## src/rtl/palette_fade_ctrl.sv

```systemverilog
// Brightness fade sequencer for the background palette path: forwards the pixel index to the
// palette ROM and scales the returned RGB by a frame-stepped level. Optional white flash: PALETTE_FADE_FLASH_EN.
module palette_fade_ctrl #(
  parameter int FRAMES_PER_STEP = 2,
  parameter int STEP            = 2,
  parameter int FLASH_FRAMES    = 4
) (
  input  logic       clk_i,
  input  logic       rst_i,
  input  logic [4:0] pix_index_i,
  input  logic       pix_valid_i,
  input  logic       vsync_pulse_i,
  input  logic       fade_out_req_i,
  input  logic       fade_in_req_i,
  input  logic       flash_req_i,
  output logic [4:0] pal_index_o,
  input  logic [3:0] pal_red_i,
  input  logic [3:0] pal_green_i,
  input  logic [3:0] pal_blue_i,
  output logic [3:0] red_o,
  output logic [3:0] green_o,
  output logic [3:0] blue_o,
  output logic       rgb_valid_o,
  output logic [4:0] level_o,
  output logic       busy_o,
  output logic       done_o
);

  localparam int             FCW       = (FRAMES_PER_STEP > 1) ? $clog2(FRAMES_PER_STEP) : 1;
  localparam logic [FCW-1:0] FC_LAST   = FCW'(FRAMES_PER_STEP - 1);
  localparam logic [5:0]     STEP_W    = 6'(STEP);
  localparam logic [4:0]     LEVEL_MAX = 5'd16;

  typedef enum logic [1:0] {
    ST_DARK,
    ST_FADE_IN,
    ST_FULL,
    ST_FADE_OUT
  } state_e;

  state_e         state_q, state_d;
  logic [4:0]     level_q, level_d;
  logic [FCW-1:0] frame_cnt_q, frame_cnt_d;
  logic           done_q, done_d;
  logic [3:0]     red_q, green_q, blue_q;
  logic [3:0]     red_d, green_d, blue_d;
  logic           rgb_valid_q;
  logic           flash_active;

  // Product keeps bits [7:4], so level 16 is identity and level 0 is black.
  function automatic logic [3:0] scale(input logic [3:0] chan, input logic [4:0] lvl);
    return 4'(({5'd0, chan} * {4'd0, lvl}) >> 4);
  endfunction

  always_comb begin
    // NOTE: every variable gets a default before any branch so no latch is inferred.
    state_d     = state_q;
    level_d     = level_q;
    frame_cnt_d = frame_cnt_q;
    done_d      = 1'b0;

    if ((state_q == ST_FADE_OUT || state_q == ST_FADE_IN) && vsync_pulse_i) begin
      if (frame_cnt_q == FC_LAST) begin
        frame_cnt_d = '0;
        if (state_q == ST_FADE_OUT) begin
          level_d = (6'(level_q) > STEP_W) ? 5'(6'(level_q) - STEP_W) : 5'd0;
          if (level_d == 5'd0) begin
            state_d = ST_DARK;
            done_d  = 1'b1;
          end
        end else begin
          level_d = ((6'(level_q) + STEP_W) >= 6'(LEVEL_MAX)) ? LEVEL_MAX
                                                              : 5'(6'(level_q) + STEP_W);
          if (level_d == LEVEL_MAX) begin
            state_d = ST_FULL;
            done_d  = 1'b1;
          end
        end
      end else begin
        frame_cnt_d = frame_cnt_q + FCW'(1);
      end
    end

    // Requests act on the post-step state, so a reversal on a step edge keeps the new level.
    if (fade_out_req_i) begin
      if (state_d == ST_FULL || state_d == ST_FADE_IN) begin
        state_d     = ST_FADE_OUT;
        frame_cnt_d = '0;
      end
    end else if (fade_in_req_i) begin
      if (state_d == ST_DARK || state_d == ST_FADE_OUT) begin
        state_d     = ST_FADE_IN;
        frame_cnt_d = '0;
      end
    end
  end

  // NOTE: sequential state uses non-blocking assignments so every register samples pre-edge values.
  always_ff @(posedge clk_i or posedge rst_i) begin
    if (rst_i) begin
      state_q     <= ST_DARK;
      level_q     <= 5'd0;
      frame_cnt_q <= '0;
      done_q      <= 1'b0;
    end else begin
      state_q     <= state_d;
      level_q     <= level_d;
      frame_cnt_q <= frame_cnt_d;
      done_q      <= done_d;
    end
  end

`ifdef PALETTE_FADE_FLASH_EN
  localparam int FLW = $clog2(FLASH_FRAMES + 1);

  logic [FLW-1:0] flash_cnt_q, flash_cnt_d;

  always_comb begin
    flash_cnt_d = flash_cnt_q;
    if (flash_req_i) begin
      flash_cnt_d = FLW'(FLASH_FRAMES);
    end else if (vsync_pulse_i && flash_cnt_q != '0) begin
      flash_cnt_d = flash_cnt_q - FLW'(1);
    end
  end

  always_ff @(posedge clk_i or posedge rst_i) begin
    if (rst_i) begin
      flash_cnt_q <= '0;
    end else begin
      flash_cnt_q <= flash_cnt_d;
    end
  end

  assign flash_active = (flash_cnt_q != '0);
`else
  logic unused_flash_req;
  assign unused_flash_req = flash_req_i;
  assign flash_active     = 1'b0;
`endif

  always_comb begin
    red_d   = 4'd0;
    green_d = 4'd0;
    blue_d  = 4'd0;
    if (pix_valid_i) begin
      if (flash_active) begin
        red_d   = 4'hF;
        green_d = 4'hF;
        blue_d  = 4'hF;
      end else begin
        red_d   = scale(pal_red_i, level_q);
        green_d = scale(pal_green_i, level_q);
        blue_d  = scale(pal_blue_i, level_q);
      end
    end
  end

  always_ff @(posedge clk_i or posedge rst_i) begin
    if (rst_i) begin
      red_q       <= 4'd0;
      green_q     <= 4'd0;
      blue_q      <= 4'd0;
      rgb_valid_q <= 1'b0;
    end else begin
      red_q       <= red_d;
      green_q     <= green_d;
      blue_q      <= blue_d;
      rgb_valid_q <= pix_valid_i;
    end
  end

  assign pal_index_o = pix_index_i;
  assign red_o       = red_q;
  assign green_o     = green_q;
  assign blue_o      = blue_q;
  assign rgb_valid_o = rgb_valid_q;
  assign level_o     = level_q;
  assign busy_o      = (state_q == ST_FADE_OUT) || (state_q == ST_FADE_IN);
  assign done_o      = done_q;

endmodule

```

## config.mk

```make
export PLATFORM = sky130hd
export DESIGN_NAME = palette_fade_ctrl
export DESIGN_NICKNAME = d
export VERILOG_FILES = /design/src/rtl/palette_fade_ctrl.sv
export SDC_FILE = /design/constraint.sdc
export NUM_CORES = 1
export LEC_CHECK = 0
export ABC_AREA = 0
export ABC_CLOCK_PERIOD_IN_PS = 3600
export BUFFER_PORTS_ARGS = -buffer_cell sky130_fd_sc_hd__buf_2
export CAP_MARGIN = 20
export CORE_UTILIZATION = 50
export CTS_CLUSTER_SIZE = 24
export DETAILED_ROUTE_END_ITERATION = 10
export GPL_TIMING_DRIVEN = 0
export HOLD_SLACK_MARGIN = 0.15
export PLACE_DENSITY = 0.76
export SYNTH_ARGS = -nofsm -noshare
export SYNTH_HDL_FRONTEND = slang
export SYNTH_SLANG_ARGS = --single-unit
```

## constraint.sdc

```tcl
create_clock -name clk_i -period 3.6 [get_ports clk_i]
set_input_delay 0.36 -clock clk_i [delete_from_list [all_inputs] [get_ports clk_i]]
set_output_delay 0.36 -clock clk_i [all_outputs]
set_load 0.02 [all_outputs]
```

# Word-level counts from Yosys, hierarchy flattened
# Index checks and enable logic that the tools add are counted.
# totals
elab_cells	55
input_bits	24
output_inout_bits	25
register_bits	22
# op_classes
reduce_logical	7
magnitude_cmp	2
eq_ne	6
add_sub_neg	3
mux	26
mul	3
# op_table
op	count
4-bit by 5-bit multiplier with 8-bit output	3
2-bit 2-to-1 mux	9
5-bit 2-to-1 mux	3
4-bit 2-to-1 mux	3
1-bit 2-to-1 mux	11
5-bit by 2-bit adder with 6-bit output, second input constant	1
2-bit equality test, second input constant	3
6-bit by 5-bit >= comparator with 1-bit output, second input constant	1
5-bit equality test, second input constant	1
5-bit by 2-bit > comparator with 1-bit output, second input constant	1
5-bit logical NOT	1
5-bit by 2-bit subtractor with 5-bit output, second input constant	1
2-bit by 1-bit equality test with 1-bit output, second input constant	2
1-bit logical OR	3
2-bit logical NOT	1
2-bit AND reduction	1
1-bit adder, second input constant	1
1-bit logical AND	1

# Depth between registers and ports, before layout
# Gate-level depths: netlist of the first run.
# depth
word_depth	13
ltp_mapped	13
ltp_nobuf	11

# Worst setup path before layout of the first run
# Ideal clock, no wire load.
# synth_path
kind	register to register
from	register level_q[1], in the netlist level_o[1]
to	register red_q[3], in the netlist red_o[3]
t_required_ns	3.466
slack_ns	0.406
path_stages_with_launch	13
t_arrival_ns	3.060
period_less_slack_ns	3.194
n_path_buf	2
setup_ns	0.134
path_cell_list	dfrtp_1 buf_6 clkbuf_1 nand2_1 fa_1 fa_1 inv_1 ha_1 nand4_1 o211ai_2 o21a_1 nor3_1 nor3b_2
# synth_via
elab_chain_cells	2
# synth_lines
item	line	source
from (decl)	42	logic [4:0] level_q, level_d;
from (signal assigned)	107	level_q <= level_d;
4-bit by 5-bit multiplier with 8-bit output	52	return 4'(({5'd0, chan} * {4'd0, lvl}) >> 4);
4-bit 2-to-1 mux	146	if (pix_valid_i) begin
via red_d[3]	46	logic [3:0] red_d, green_d, blue_d;
to (signal assigned)	166	red_q <= red_d;
to (decl)	45	logic [3:0] red_q, green_q, blue_q;
# The timed path passes the listed nets, and every way through them passes these cells.
# A chain may end at the register's enable or synchronous reset.

# Worst setup path after layout of the first run
# layout_path
from	register level_q[2], in the netlist level_o[2]
to	register red_q[3], in the netlist red_o[3]
# Same word-level chain as after synthesis.

==> results of run 1 <==
[registers in the layout, indices dropped and copies added, names as in the netlist]
signal / cells
rgb_valid_o: 1
frame_cnt_q: 1
green_o: 4
done_o: 1
blue_o: 4
level_o: 5
state_q: 2
red_o: 4
[placed cells by master (no fill, tap or decap), types with 3 or more instances in the layout]
cell and n:
xnor2_1 3, buf_2 42, dfrtp_1 22, clkbuf_1 4
inv_1 29, fa_1 15, o21a_1 3, a211oi_1 3
buf_4 7, nand2_1 45, nand3_1 5, nor2_1 10
nor3_1 10, and2_1 20, a21oi_1 4, clkbuf_8 4
o21ai_0 5, o21bai_1 3, xor2_1 3, o21ai_2 3
nand4_1 6, o211ai_2 3, nor3b_1 5, ha_1 34
[cells in the mapped netlist, types with 3 or more instances]
library cell  number
xnor2_1            3
and2_1            20
nor3_1            10
o211ai_2           3
nor2_1            10
clkbuf_1           7
nand2_1           45
inv_1             29
o21ai_0            5
o21bai_1           3
xor2_1             3
a21oi_1            4
nor3b_1            5
buf_4              7
a211oi_1           3
dfrtp_1           22
nand4_1            6
ha_1              34
o21ai_2            3
nand3_1            5
fa_1              15
o21a_1             3
[power by group through the flow]
| stage | combinational, uW | clock [uW] | sequential [uW] |
|---|---|---|---|
| after global placement | 1580 | 0 | 400 |
| after global routing | 1850 | 192 | 407 |
| after floorplan | 1170 | 0 | 479 |
| after detailed placement | 1620 | 0 | 399 |
| after CTS | 1630 | 184 | 397 |
| final | 1620 | 178 | 398 |
[metal layers]
metal / part of all wire / vias up
li1: - / 1015
met1: 0.42 / 992
met2: 0.53 / 47
met3: 0.039 / 8
met4: 0.011 / 0
met5: 0 / -
[cells by family (layout without fill, tap and decap cells)]
group | after synthesis | count (layout) | share of synthesized area
flops | 22 | 22 | 0.224
buf+inv | 45 | 90 | 0.0855
compound gates | 43 | 43 | 0.146
xor+xnor | 6 | 6 | 0.0214
fa+ha+maj | 49 | 49 | 0.295
simple gates | 110 | 110 | 0.228
[worst max-delay path: stages (launching register included)]
cell and delay [ns]:
dfrtp_1 0.56, clkbuf_2 0.30, nand2_1 0.10, fa_1 0.51
fa_1 0.55, inv_1 0.04, ha_1 0.33, nand4_1 0.12
o211ai_2 0.10, o21a_1 0.20, nor3_1 0.22, nor3b_2 0.07
[stage by stage]
stage               std cells  cell area (um^2)  power [uW]
floorplan                 275              2460        1650
CTS                       388              2810        2210
global placement          384              2750        1980
finish                    387              2810        2190
global route              387              2810        2450
detailed placement        384              2750        2020
[what timing repair did]
| item | 4_1_cts | 5_1_grt |
|---|---|---|
| setup endpoints to repair | 0 | 2 |
| hold buffers | 0 | 0 |
| buffers inserted | 0 | 0 |
| resized for setup | 0 | 4 |
[final cells by class]
class	instances	area [um^2]
inverters	29	109
clock buffers	4	55.1
well taps	67	83.8
multi-input cells	208	1700
plain buffers	15	100
flip-flops and latches	22	551
fillers	424	1920
repair buffers	42	210
[worst max-delay path by stage]
stage          depth (start not counted)                    from                    to
6_report                              11  level_o[2]$_DFFE_PP0P_    red_o[3]$_DFF_PP0_
3_3_place_gp                          12  level_o[1]$_DFFE_PP0P_    red_o[3]$_DFF_PP0_
3_5_place_dp                          11  level_o[2]$_DFFE_PP0P_  green_o[3]$_DFF_PP0_
2_1_floorplan                         12  level_o[1]$_DFFE_PP0P_    red_o[3]$_DFF_PP0_
4_1_cts                               12  level_o[1]$_DFFE_PP0P_  green_o[3]$_DFF_PP0_
5_1_grt                               12  level_o[1]$_DFFE_PP0P_    red_o[3]$_DFF_PP0_
==> metrics.yaml, run 1 <==
outcome:
  status: "complete, no violations"
yosys:
  async_reset_ff_frac: 1.00
  syn_inst: 275
  synth_flop_cell: "dfrtp_1"
  synth-edff-count: 0
  synth.distinct_cells: 44
  synth_fp_nets: 348
  synthTopCellsByArea: "dfrtp_1 22%, ha_1 17%, fa_1 12%"
  synth_seq_cells: 22
  syn_area_per_cell_um2: 8.94
  yosysTopAreaCellShare: 0.224
  yosys.area.top_type: "dfrtp_1"
  netlist_area_um2: 2460
  synth-seq-area-share: 0.224
  yosys_warnings: 0
grt:
  antenna_found_initial: 0
  grt_util_met1: 0.233
  groute.layer.met3.usage: 0.0319
  grt_use_total: 0.204
  overflow: 0
  grt_max_degree: 23
  grt_pass1_wl_um: 8420
  busiest_layer: "met2"
  grt_pass1_vias: 1983
  grt_use_met2: 0.387
placement:
  place_ws_ns: 0.204
  dp_hpwl_um: 3900
  port_buffers: 42
  gp_congestion: 0.824
clock_network:
  cts_buffers: 3
  root_buffer: "clkbuf_8"
  htree_levels: 1
  cts_tree: "built"
  worst_skew_pair.late_latency_ns: 0.26
  clk_pin_slew_worst_paths_ns: 0.08
  clk_path_buf_depth: 2
  clock_sinks: 22
power_and_ir_drop:
  clockPowerShare: 0.081
  ir_drop_mv: 0.465
  powerDensity_nw_per_um2: 782
  sw_frac_of_total: 0.506
  comb_power_share: 0.737
  internal_power_uw: 1080
  p_leak_uw: 0.00149
  pwr-share-seq: 0.181
  switchingPower_uw: 1110
worst_setup_path:
  r2r.worst_path.cells: 11
  startpoint_type: "register"
  worst-r2r-setup-slack_ns: 0.35
  rr_endpoint: "red_o[3]$_DFF_PP0_"
  r2r_start: "level_o[2]$_DFFE_PP0P_"
  end_kind: "register"
  cp_max_fo: 10
  worst_ep_required_time_ns: 3.73
  arrival_ns: 3.38
  criticalPathCategory: "register to register"
sta:
  rsz0062_at_grt: "no"
  hold-worst-slack_ns: 0.214
  max_slew.worst_pin.slew_ns: 0.831
  drv_slew: 0
  setup_viol: 0
  fin_crit_ns: 3.25
  setup_slack_ns: 0.352
  relSlewSlack: 0.445
  fin_crit_sh: 0.902
  finalSetupTns_ns: 0
  final-hold-violation-count: 0
  max_clock_freq_mhz: 308
  fin_skew_ns: 0.00437
floorplan:
  io_pins: 49
  num_rows: 25
  start_util: 0.521
  die_area_um2: 5200
  die_w_um: 72.1
  core_um2: 4720
  fp.dieH_um: 72.1
final_layout:
  nets: 394
  final_util: 0.594
  drive_gt1_frac: 0.231
  diodes: 0
  syn_to_final_growth_pct: 14.1
hold_path:
  min_from: "pix_valid_i"
  holdPathEnd: "rgb_valid_o$_DFF_PP0_"
  hp-class: "input port to register"
  min_path_cells: 1
routing:
  viasPerCell: 5.33
  drt_iter0_drc: 49
  routedWlPerCell_um: 12.6
  postRouteAntennaNets: 0
  drtPass1Iterations: 4
  vias: 2062
  routed_wl_um: 4880
  drc: 0
job:
  maxCapViolCount: 0
No activity file was read; power rests on OpenSTA's default activity.
==> inputs of run 2 (changes only) <==
--- a/config.mk
+++ b/config.mk
@@ -9,12 +9,14 @@
 export ABC_CLOCK_PERIOD_IN_PS = 3600
 export BUFFER_PORTS_ARGS = -buffer_cell sky130_fd_sc_hd__buf_2
 export CAP_MARGIN = 20
-export CORE_UTILIZATION = 50
+export CELL_PAD_IN_SITES_DETAIL_PLACEMENT = 0
+export CELL_PAD_IN_SITES_GLOBAL_PLACEMENT = 1
+export CORE_UTILIZATION = 42
 export CTS_CLUSTER_SIZE = 24
 export DETAILED_ROUTE_END_ITERATION = 10
 export GPL_TIMING_DRIVEN = 0
 export HOLD_SLACK_MARGIN = 0.15
-export PLACE_DENSITY = 0.76
+export PLACE_DENSITY = 0.83
 export SYNTH_ARGS = -nofsm -noshare
 export SYNTH_HDL_FRONTEND = slang
 export SYNTH_SLANG_ARGS = --single-unit
==> metrics.yaml, run 2 (synthesized netlist as in run 1, its figures left out) <==
outcome:
  status: "complete, no violations"
power_and_ir_drop:
  switchingPower_uw: 1120
  comb_power_share: 0.738
  clockPowerShare: 0.083
  powerDensity_nw_per_um2: 787
  ir_drop_mv: 0.322
  pwr-share-seq: 0.179
  internal_power_uw: 1090
  sw_frac_of_total: 0.508
  p_leak_uw: 0.00149
routing:
  routedWlPerCell_um: 13.2
  postRouteAntennaNets: 0
  vias: 2003
  viasPerCell: 5.11
  drc: 0
  drt_iter0_drc: 43
  drtPass1Iterations: 4
  routed_wl_um: 5160
final_layout:
  largest_reg_flops: 5
  final_util: 0.505
  register_area_um2: 551
  diodes: 0
  syn_to_final_growth_pct: 14.4
  fillCellCount: 553
  final_cell_mix: "45 x nand2_1, 42 x buf_2, 34 x ha_1"
  nets: 394
  multi_input_area_um2: 1700
  layout.cells.non_filler: 392
  final_area_um2: 2810
  drive_gt1_frac: 0.231
  final_common_cell: "nand2_1"
grt:
  antenna_found_initial: 0
  grt_pass1_vias: 1990
  grt_pass1_wl_um: 8910
  grt_max_degree: 23
  grt_use_total: 0.186
  overflow: 0
hold_path:
  min_from: "pix_valid_i"
  holdPathEnd: "rgb_valid_o$_DFF_PP0_"
  hp-class: "input port to register"
  min_path_cells: 1
sta:
  max_clock_freq_mhz: 307
  fin_crit_sh: 0.905
  max_slew.worst_pin.slew_ns: 0.873
  setup_slack_ns: 0.342
  rsz0062_at_grt: "no"
  fin_skew_ns: 0.00186
  setup_viol: 0
  finalSetupTns_ns: 0
  final-hold-violation-count: 0
  fin_crit_ns: 3.26
  drv_slew: 0
  relSlewSlack: 0.417
worst_setup_path:
  arrival_ns: 3.39
  r2r.worst_path.cells: 11
  rr_endpoint: "blue_o[3]$_DFF_PP0_"
  cp_common_cell: "fa_1"
  end_kind: "register"
  worst_ep_required_time_ns: 3.73
  cpMaxStageDelayCell: "fa_1"
  worst-path-buf-inv: 2
  worst_path_largest_cell_delay_ns: 0.56
  startpoint_type: "register"
  worst-r2r-setup-slack_ns: 0.34
  criticalPathCategory: "register to register"
  cp_max_fo: 10
  cp_top_family: "adder cells"
  r2r_start: "level_o[2]$_DFFE_PP0P_"
  worstPathCellList: "clkbuf_2, nand2_1, fa_1, fa_1, inv_1, ha_1, nand4_1, o211ai_2, o21a_1, o21ai_0, nor3b_1"
clock_network:
  hold_buffers: 0
  worst_skew_pair.late_latency_ns: 0.26
  clk_pin_slew_worst_paths_ns: 0.08
  htree_levels: 1
  cts_tree: "built"
  cts_resized: 0
  root_buffer: "clkbuf_8"
  cts_buffers: 3
  clock_sinks: 22
  cts_setup_buffers: 0
  clk_path_buf_depth: 2
placement:
  place_ws_ns: 0.144
  gp_congestion: 0.815
  placed_area_um2: 2760
  dpl.cell_count: 389
  dp_hpwl_um: 4140
  port_buffers: 42
floorplan:
  die_w_um: 78.5
  die_area_um2: 6160
  core_um2: 5570
  io_pins: 49
  start_util: 0.441
  fp.dieH_um: 78.5
  num_rows: 27
job:
  maxCapViolCount: 0
-- run 2: cell counts in the layout (fill, tap and decap cells not counted) --
No cell type changed its count.
-- run 2: area by class of cell --
type | instances | area share
plain buffers | 15 | 0.0356
clock buffers | 4 | 0.0196
repair buffers | 42 | 0.0747
inverters | 29 | 0.0387
multi-input cells | 208 | 0.604
well taps | 72 | 0.0320
flip-flops and latches | 22 | 0.196
-- run 2: power by group through the flow --
stage / clock [uW] / combinational (uW) / sequential (uW)
floorplan: 0 / 1170 / 479
detailed placement: 0 / 1650 / 401
CTS: 190 / 1650 / 397
global placement: 0 / 1600 / 400
finish: 183 / 1640 / 396
global route: 201 / 1860 / 409
-- run 2: worst max-delay path by stage --
stage	start	to	slack (ns)	cells after the start
floorplan	level_o[1]$_DFFE_PP0P_	red_o[3]$_DFF_PP0_	0.41	12
global placement	level_o[1]$_DFFE_PP0P_	red_o[3]$_DFF_PP0_	0.21	12
detailed placement	level_o[1]$_DFFE_PP0P_	blue_o[3]$_DFF_PP0_	0.14	12
CTS	level_o[1]$_DFFE_PP0P_	blue_o[3]$_DFF_PP0_	0.13	12
global route	level_o[2]$_DFFE_PP0P_	blue_o[3]$_DFF_PP0_	0.10	11
finish	level_o[2]$_DFFE_PP0P_	blue_o[3]$_DFF_PP0_	0.34	11
-- run 2: worst reg2reg max path, delay by kind of cell, from the launching register on --
| family | cells | cell delay [ns] |
|---|---|---|
| DFF | 1 | 0.55 |
| buffers and inverters | 2 | 0.35 |
| and+or+nand+nor | 3 | 0.38 |
| adders and majority gates | 3 | 1.39 |
| AOI/OAI and AO/OA | 3 | 0.46 |
-- run 2: per-stage QoR --
stage	hold slack [ns]	power (uW)
6_report	0.216	2210
5_1_grt	0.205	2470
4_1_cts	0.211	2240
3_5_place_dp	0.490	2050
3_3_place_gp	0.484	2000
2_1_floorplan	0.349	1650
-- run 2: routing by layer --
layer | vias up | global-route usage | wire length [um]
met2 | 43 | 0.346 | 2660
met1 | 941 | 0.219 | 2280
li1 | 1015 | - | -
met3 | 4 | 0.0302 | 169
met5 | - | 0 | 0
met4 | 0 | 0.0426 | 49
